--- config.mk ---
export PLATFORM = sky130hd
export DESIGN_NAME = da_sample_feeder
export DESIGN_NICKNAME = d
export VERILOG_FILES = /design/src/rtl/da_pkg.sv /design/src/rtl/da_sync_fifo.sv /design/src/rtl/da_sample_feeder.sv
export SDC_FILE = /design/constraint.sdc
export NUM_CORES = 1
export LEC_CHECK = 0
export ABC_AREA = 1
export CORE_ASPECT_RATIO = 0.6
export CORE_MARGIN = 8
export CORE_UTILIZATION = 50
export CTS_CLUSTER_SIZE = 28
export DETAILED_ROUTE_END_ITERATION = 16
export PLACE_DENSITY = 0.68
export SETUP_SLACK_MARGIN = 0.02
export SYNTH_ARGS = -nofsm -noshare
export SYNTH_HDL_FRONTEND = slang
export SYNTH_SLANG_ARGS = --single-unit
--- constraint.sdc ---
create_clock -name dack -period 3.05 [get_ports dack]
set_input_delay 0.4575 -clock dack [delete_from_list [all_inputs] [get_ports dack]]
set_output_delay 0.4575 -clock dack [all_outputs]
set_load 0.005 [all_outputs]
--- src/rtl/da_pkg.sv ---
// rtl/da_pkg.sv - shared definitions for the DA sample path
//
// Purpose: sample width, pacer FSM encoding and FIFO pointer-width helper,
// shared by da_sample_feeder, da_sync_fifo and DA_block.
// Ports: none (package).

package da_pkg;

  localparam int DW = 8;

  typedef enum logic {
    IDLE = 1'b0,
    RUN  = 1'b1
  } state_t;

  // One extra pointer bit distinguishes full from empty when the
  // address bits match.
  function automatic int ptr_w(input int depth);
    return $clog2(depth) + 1;
  endfunction

endpackage

--- src/rtl/da_sync_fifo.sv ---
// rtl/da_sync_fifo.sv - single-clock circular-buffer FIFO
//
// Purpose: DEPTH-entry FIFO with registered pointers and a
// combinational (show-ahead) head read.
// Ports:
//   clk, rst_n       clock, asynchronous active-low reset
//   push, wdata      write request and data (ignored while full)
//   pop              read request (ignored while empty)
//   rdata            current head entry
//   full, empty      occupancy flags, decoded from the pointers
//   level            current number of stored entries

module da_sync_fifo
  import da_pkg::*;
#(
  parameter int DW    = da_pkg::DW,
  parameter int DEPTH = 16
) (
  input  logic                      clk,
  input  logic                      rst_n,
  input  logic                      push,
  input  logic                      pop,
  input  logic [DW-1:0]             wdata,
  output logic [DW-1:0]             rdata,
  output logic                      full,
  output logic                      empty,
  output logic [ptr_w(DEPTH)-1:0]   level
);

  localparam int AW = $clog2(DEPTH);
  localparam int PW = ptr_w(DEPTH);

  logic [DW-1:0] mem [DEPTH];
  logic [PW-1:0] wptr;
  logic [PW-1:0] rptr;
  logic          do_push;
  logic          do_pop;

  assign do_push = push && !full;
  assign do_pop  = pop && !empty;

  always_ff @(posedge clk or negedge rst_n) begin
    if (!rst_n) begin
      wptr <= '0;
      rptr <= '0;
    end else begin
      if (do_push) wptr <= wptr + PW'(1);
      if (do_pop)  rptr <= rptr + PW'(1);
    end
  end

  // Storage is not reset; the pointers alone define what is valid.
  always_ff @(posedge clk) begin
    if (do_push) mem[wptr[AW-1:0]] <= wdata;
  end

  assign rdata = mem[rptr[AW-1:0]];
  assign empty = (wptr == rptr);
  assign full  = (wptr[AW] != rptr[AW]) && (wptr[AW-1:0] == rptr[AW-1:0]);
  assign level = wptr - rptr;

endmodule

--- src/rtl/da_sample_feeder.sv ---
// rtl/da_sample_feeder.sv - paced sample source feeding DA_block
//
// Purpose: buffers producer samples in a FIFO and emits one sample on din
// with a single-cycle we strobe every RATE_DIV cycles while enabled.
// Ports:
//   dack, reset_n          clock, asynchronous active-low reset
//   enable                 1 = pacer runs, 0 = pacer idle
//   in_valid, in_data      producer sample handshake
//   in_ready               FIFO not full (combinational from pointers)
//   we, din                registered strobe and sample to DA_block
//   level                  FIFO occupancy
//   underrun, clr_underrun sticky empty-slot flag and its clear

module da_sample_feeder
  import da_pkg::*;
#(
  parameter int DW       = da_pkg::DW,
  parameter int DEPTH    = 16,
  parameter int RATE_DIV = 4
) (
  input  logic                    dack,
  input  logic                    reset_n,
  input  logic                    enable,
  input  logic                    in_valid,
  input  logic [DW-1:0]           in_data,
  output logic                    in_ready,
  output logic                    we,
  output logic [DW-1:0]           din,
  output logic [ptr_w(DEPTH)-1:0] level,
  output logic                    underrun,
  input  logic                    clr_underrun
);

  localparam int              CW   = (RATE_DIV > 1) ? $clog2(RATE_DIV) : 1;
  localparam logic [CW-1:0]   LAST = CW'(RATE_DIV - 1);

  state_t        state;
  state_t        state_nxt;
  logic [CW-1:0] cnt;
  logic [CW-1:0] cnt_nxt;
  logic          slot;

  logic          fifo_push;
  logic          fifo_pop;
  logic [DW-1:0] fifo_rdata;
  logic          fifo_full;
  logic          fifo_empty;

  always_ff @(posedge dack or negedge reset_n) begin
    if (!reset_n) begin
      state <= IDLE;
      cnt   <= '0;
    end else begin
      state <= state_nxt;
      cnt   <= cnt_nxt;
    end
  end

  // Dropping enable suppresses a slot in the same cycle and zeroes the
  // counter, so a re-enable always waits a full RATE_DIV period.
  always_comb begin
    state_nxt = state;
    cnt_nxt   = '0;
    slot      = 1'b0;
    case (state)
      IDLE: begin
        if (enable) state_nxt = RUN;
      end
      RUN: begin
        if (!enable) begin
          state_nxt = IDLE;
        end else begin
          slot    = (cnt == LAST);
          cnt_nxt = slot ? '0 : cnt + CW'(1);
        end
      end
      default: state_nxt = IDLE;
    endcase
  end

  assign in_ready  = !fifo_full;
  assign fifo_push = in_valid && !fifo_full;
  // empty reflects registered pointers, so a same-cycle push cannot
  // satisfy this slot.
  assign fifo_pop  = slot && !fifo_empty;

  da_sync_fifo #(
    .DW    (DW),
    .DEPTH (DEPTH)
  ) u_fifo (
    .clk   (dack),
    .rst_n (reset_n),
    .push  (fifo_push),
    .pop   (fifo_pop),
    .wdata (in_data),
    .rdata (fifo_rdata),
    .full  (fifo_full),
    .empty (fifo_empty),
    .level (level)
  );

  always_ff @(posedge dack or negedge reset_n) begin
    if (!reset_n) begin
      we       <= 1'b0;
      din      <= '0;
      underrun <= 1'b0;
    end else begin
      we <= fifo_pop;
      if (fifo_pop) din <= fifo_rdata;
      // A new underrun takes priority over a clear in the same cycle.
      if (slot && fifo_empty) underrun <= 1'b1;
      else if (clr_underrun)  underrun <= 1'b0;
    end
  end

endmodule

==> out/summary.txt, run 1 <==
Setup violations, final: 0
Total gr overflow: 0
Gp weighted congestion: 0.825
Vias in the first global route: 4450
Setup Skew: 11.0 ps
Chip height: 106 µm
Share of layout cells above drive strength 1: 7.98%
CP max FO: 4
Crit path kind: flop to primary output
Cells after Synth: 660
Vias per cell: 5.03
IO Count: 29
Synth cell types: 22
Outcome: finished, final reports clean
Core Region: 13000 µm²
Max-slew headroom: 22.8%
Synth Cell Area: 6700 µm²
Postcts setup bufs: 0
Pwr dens: 758 nW/µm²
Routed via count: 4450
CTS Buffer Depth: 2
Fin area: 7770 µm²
Minimum clock period: 2910 ps
F_max: 344 MHz
Nets: 725
Hold WC Path Type: flop to flop
Worst-path clk slew: 60 ps
Antenna viol nets, final: 0
Asr flop ratio synth: 15.2%
Post-CTS sizing: 0
Register Area: 4420 µm²
Die area: 17500 µm²
Drt pass-1 iters: 5
Dpl cells: 852
Largest net degree at the start of global routing: 68
Max-Cap Viols: 0
Synth Area per Inst: 10.1 µm²
Crit start category: flop
Core Util, Final: 59.9%
Ys Warns: 0
Period Utilization, post-route: 95.4%
Clock root buffer: clkbuf_16
Setup repair after global routing missed its margin: false
Initial core utilization: 51.6%
CTS HTree Levels: 4
Skew-Pair Late Insertion Delay: 420 ps
Top FF cell, synth: edfxtp_1
Post-route insts no fill: 884
Drt drc: 0
Post-synth EDFFs: 128
WL/cell: 16.9 µm
Seq/Total Area, Yosys: 66.0%
ANT cells: 0
Worst IR Drop VDD: 0.408 mV
Multi-input logic area: 1690 µm²
Total power: 0.00589 W
CTS buffer count: 17
Setup TNS Final: 0 ps
Critical Path RT: 2590 ps
Port buffer count: 28
Final HPWL DP: 9660 µm
Placement Cell Area: 7170 µm²
Total wire length: 14900 µm
Initial antenna violation count: 0
CTS sink count: 151
Syn-to-layout area delta: 16.1%
Number of fill cells: 1041
Gr usage total: 18.0%
Net Count, Synth: 684
Hold Buf Count CTS: 0
#FFs+latches synth: 151
First-pass GRT wire length: 23700 µm
Worst-Margin Slew: 1160 ps
Reg2Reg Setup Slack: 440 ps
Crit. End Element: primary output
Critical Path AT: 2450 ps
Final Max Slew Viols: 0
Row count: 32
Final Hold Fails: 0
DIE WIDTH: 165 µm
1st-iter DRT viols: 397
Pleak: 3.38 nW
CTS tree: yes
==> state kept, by name, summed over array words and instances (netlist names) <==
register,cells
cnt,2
u_fifo.wptr,5
u_fifo.rptr,5
state,1
we,1
u_fifo.mem,128
din,8
underrun,1
==> through the flow <==
| stage | setup WS, ps | hold WS (ps) |
|---|---|---|
| finish | 140 | 479 |
| global route | 23.8 | 504 |
| CTS | 141 | 482 |
| detailed placement | 443 | 470 |
| global placement | 598 | 429 |
| floorplan | 635 | 162 |
==> final timing paths <==
path | startpoint | to | cells after the start
setup / recovery | u_fifo.wptr[0]$_DFFE_PN0P_ | level[4] | 8
hold / removal | cnt[0]$_DFF_PN0_ | cnt[0]$_DFF_PN0_ | 1
setup reg to reg | u_fifo.rptr[3]$_DFFE_PN0P_ | u_fifo.mem[6][2]$_DFFE_PP_ | 9
hold reg to reg | cnt[0]$_DFF_PN0_ | cnt[0]$_DFF_PN0_ | 1
max in group asynchronous | reset_n | u_fifo.rptr[0]$_DFFE_PN0P_ | 1
min in group asynchronous | reset_n | din[1]$_DFFE_PN0P_ | 1
==> cells in the mapped netlist, types with 2 or more instances <==
| library cell | number | area [µm²] |
|---|---|---|
| inv_1 | 110 | 413 |
| clkinv_1 | 2 | 7.51 |
| nand2_1 | 182 | 683 |
| inv_2 | 3 | 11.3 |
| ha_1 | 10 | 125 |
| buf_6 | 2 | 22.5 |
| buf_4 | 7 | 52.6 |
| xor2_1 | 11 | 96.3 |
| nand2_2 | 3 | 18.8 |
| o21ai_0 | 2 | 10.0 |
| dfrtp_1 | 23 | 576 |
| edfxtp_1 | 128 | 3840 |
| nand3_1 | 93 | 465 |
| buf_2 | 15 | 75.1 |
| a21oi_1 | 2 | 10.0 |
| nor2_1 | 61 | 229 |
==> power by group <==
| part | leakage [nW] | switching, W | internal [W] |
|---|---|---|---|
| sequential | 1.44 | 0.0000930 | 0.00246 |
| combinational | 1.64 | 0.000787 | 0.000457 |
| clock | 0.296 | 0.000827 | 0.00127 |
| total | 3.38 | 0.00171 | 0.00419 |
==> cell families after synthesis <==
group	Yosys count	synth area share, %
xor gates and xnor gates	11	1.44
and+or+nand+nor	341	21.1
buffers and inverters	140	8.78
AOI/OAI and AO/OA	6	0.505
adders and majority gates	11	2.17
DFF	151	66.0
==> worst max-delay path, stage by stage (launching register included) <==
cell and delay (ps):
dfrtp_1 410, inv_1 160, ha_1 160, inv_1 60
fa_1 400, nand3_1 90, nand2_1 70, xor2_1 140
clkdlybuf4s50_1 520
==> cell usage in the layout (no fill, tap or decap), types with 2 or more instances in the layout <==
cell and instances:
inv_4 2, nand2_1 182, clkbuf_1 2, nor2_1 61, dfrtp_1 22, nand2_2 3, edfxtp_1 128, clkinv_4 4
ha_1 10, a21oi_1 2, nand3_1 93, o21ai_0 2, inv_1 110, inv_2 3, clkdlybuf4s50_1 28, xor2_1 11
clkinv_1 2, clkbuf_8 4, clkbuf_16 18, buf_4 18
==> area by class of cell <==
class / instances / area share [%]
Sequential cell: 151 / 56.9
Multi-Input combinational cell: 369 / 21.7
Clock buffer: 24 / 6.60
Inverter: 116 / 5.63
Timing Repair Buffer: 46 / 5.34
Tap cell: 170 / 2.74
Clock inverter: 8 / 1.09
==> per-layer routing <==
layer | GRT usage (%) | share of wire, %
met5 | 0 | 0
met3 | 6.18 | 8.2
met1 | 24.9 | 47
met2 | 26.6 | 44
met4 | 5.27 | 1.3
Power figures use the tool's default switching activity.
==> inputs of run 2 (changes only) <==
--- a/config.mk
+++ b/config.mk
@@ -6,12 +6,14 @@
 export NUM_CORES = 1
 export LEC_CHECK = 0
 export ABC_AREA = 1
+export CELL_PAD_IN_SITES_DETAIL_PLACEMENT = 0
+export CELL_PAD_IN_SITES_GLOBAL_PLACEMENT = 1
 export CORE_ASPECT_RATIO = 0.6
 export CORE_MARGIN = 8
-export CORE_UTILIZATION = 50
+export CORE_UTILIZATION = 48
 export CTS_CLUSTER_SIZE = 28
 export DETAILED_ROUTE_END_ITERATION = 16
-export PLACE_DENSITY = 0.68
+export PLACE_DENSITY_LB_ADDON = 0.1
 export SETUP_SLACK_MARGIN = 0.02
 export SYNTH_ARGS = -nofsm -noshare
 export SYNTH_HDL_FRONTEND = slang
==> run 2 against run 1 <==
Effect of this change: worst setup slack improved by 48 ps; global-route usage grew 0.50 points; first-iteration DRC count fell by 25%; via count fell by 0.20%; worst hold slack got worse by 32 ps; critical endpoint unchanged.
==> out/summary.txt, run 2 (synthesis results as in run 1) <==
Outcome: finished, final reports clean
CTS tree: yes
Crit. End Element: primary output
CTS sink count: 151 (unchanged)
Initial antenna violation count: 0 (unchanged)
ANT cells: 0 (unchanged)
Final Max Slew Viols: 0 (unchanged)
Syn-to-layout area delta: 16.0%
Pleak: 3.37 nW (-0.51%)
WP buf/inv: 3 (unchanged)
Port buffer count: 28 (unchanged)
Total gr overflow: 0 (unchanged)
Gr usage total: 18.5% (+0.50 points)
Top delay family on crit path: buffers and inverters
Row count: 33 (+3.1%)
CTS buffer count: 17 (unchanged)
Nets: 726 (+0.14%)
Commonest non-fill, non-tap cell in the layout: nand2_1
CP max FO: 4 (unchanged)
CP cell instances: inv_2, ha_1, inv_1, fa_1, nand3_1, nand2_1, xor2_1, clkdlybuf4s50_1
Core Region: 13600 µm² (+5.0%)
Skew-Pair Late Insertion Delay: 430 ps (about the same)
Critical Path RT: 2590 ps (about the same)
Critical Path AT: 2400 ps (-50 ps)
CTS Buffer Depth: 2 (unchanged)
Initial core utilization: 49.1% (-2.5 points)
Share of layout cells above drive strength 1: 8.53% (+0.55 points)
Hold WC Path Type: flop to flop
IO Count: 29 (unchanged)
Vias per cell: 4.99 (-0.88%)
1st-iter DRT viols: 298 (-25%)
Die area: 18100 µm² (+3.6%)
Chip height: 107 µm (+1.7%)
Postcts setup bufs: 0 (unchanged)
Final HPWL DP: 9960 µm (+3.1%)
Setup Skew: 10.2 ps (-0.777 ps)
Max-Cap Viols: 0 (unchanged)
Setup repair after global routing missed its margin: false
Worst IR Drop VDD: 0.444 mV (+8.9%)
DIE WIDTH: 168 µm (+1.9%)
Number of flip-flops in the largest register: 128 (unchanged)
Period Utilization, post-route: 93.8% (-1.6 points)
Worst-Margin Slew: 1080 ps (-71.5 ps)
Commonest non-fill, non-tap cells in the layout: nand2_1 (182), edfxtp_1 (128), inv_1 (109)
Worst-path clk slew: 60 ps (about the same)
Gp weighted congestion: 0.841 (+2.0%)
Max-slew headroom: 27.5% (+4.8 points)
Drt pass-1 iters: 4 (-1)
Hold Path Origin: cnt[0]$_DFF_PN0_
Antenna viol nets, final: 0 (unchanged)
Largest net degree at the start of global routing: 67 (-1.5%)
CTS HTree Levels: 4 (unchanged)
Drt drc: 0 (unchanged)
Setup violations, final: 0 (unchanged)
F_max: 349 MHz (+1.7%)
First-pass GRT wire length: 24900 µm (+5.0%)
Reg-to-reg startpoint: u_fifo.rptr[1]$_DFFE_PN0P_
Setup TNS Final: 0 ps (unchanged)
Total wire length: 15700 µm (+4.9%)
Crit start category: flop
Pwr dens: 749 nW/µm² (-1.3%)
Minimum clock period: 2860 ps (-47.8 ps)
WL/cell: 17.6 µm (+4.2%)
Clock root buffer: clkbuf_16
Final Hold Fails: 0 (unchanged)
Routed via count: 4441 (-0.20%)
Crit path from: u_fifo.wptr[0]$_DFFE_PN0P_
Post-route insts no fill: 890 (+0.68%)
Number of fill cells: 1132 (+8.7%)
Dpl cells: 858 (+0.70%)
Crit path kind: flop to primary output
Max incr delay on CP: 530 ps (about the same)
Vias in the first global route: 4416 (-0.76%)
CP max-delay cell: clkdlybuf4s50_1
-- run 2: changes by cell type in the layout (fill, tap and decap cells not counted), sizes merged --
cell / change
buf: +1
bufinv: -1
clkbuf: -5
clkinv: -1
clkinvlp: +3
inv: +4
-- run 2: what timing repair did --
item,in CTS,in global routing
gates resized for setup,0,1
hold buffers,0,0
setup endpoints to repair,0,1
-- run 2: layer usage --
metal	up-vias	global-route usage (%)	share of wire [%]
li1	2187	-	-
met3	16	5.31	7.6
met1	2111	25.1	47
met4	0	6.28	0.96
met2	127	28.3	44
met5	-	0	0
-- run 2: worst paths after layout --
check	slack [ps]	depth (start not counted)	end
hold / removal	450	1	cnt[0]$_DFF_PN0_
min in group asynchronous	620	1	din[6]$_DFFE_PN0P_
setup / recovery	190	8	level[4]
hold reg to reg	450	1	cnt[0]$_DFF_PN0_
max in group asynchronous	1700	1	u_fifo.rptr[0]$_DFFE_PN0P_
setup reg to reg	650	9	u_fifo.mem[2][5]$_DFFE_PP_
-- run 2: worst reg2reg max path, stage by stage, from the launching register on --
cell and delay [ps]:
dfrtp_1 390, inv_2 200, ha_1 290, nand2_1 70, nor2_1 60, nand2_1 100, nand2_2 90, inv_2 140
nand2_1 150, nor2_1 550
-- run 2: through the flow --
stage / instance area, µm² / utilization (%) / total power (W) / setup slack [ps] / hold slack [ps]
final: 7760 / 57.0 / 0.00581 / 188 / 447
after global placement: 7190 / 52.8 / 0.00382 / 653 / 428
after detailed placement: 7190 / 52.8 / 0.00384 / 574 / 441
after floorplan: 6700 / - / 0.00331 / 635 / 162
after CTS: 7760 / 57.0 / 0.00586 / 109 / 450
after global routing: 7760 / 57.0 / 0.00611 / 62.5 / 489
-- run 2: where the power goes --
group          internal, W  leakage (nW)  switching (W)  total [W]
clock network      0.00113         0.276       0.000884    0.00202
logic             0.000453          1.65       0.000788    0.00124
registers          0.00246          1.44      0.0000918    0.00256
total              0.00405          3.37        0.00176    0.00581
-- run 2: layout make-up --
class | count | area [µm²] | share of cell area (%)
timing repair buffer | 47 | 423 | 5.45
sequential | 151 | 4420 | 56.9
clock buffer | 19 | 464 | 5.98
inverter | 116 | 438 | 5.64
clock inverter | 13 | 111 | 1.43
tap | 175 | 219 | 2.82
multi-input combinational | 369 | 1690 | 21.7
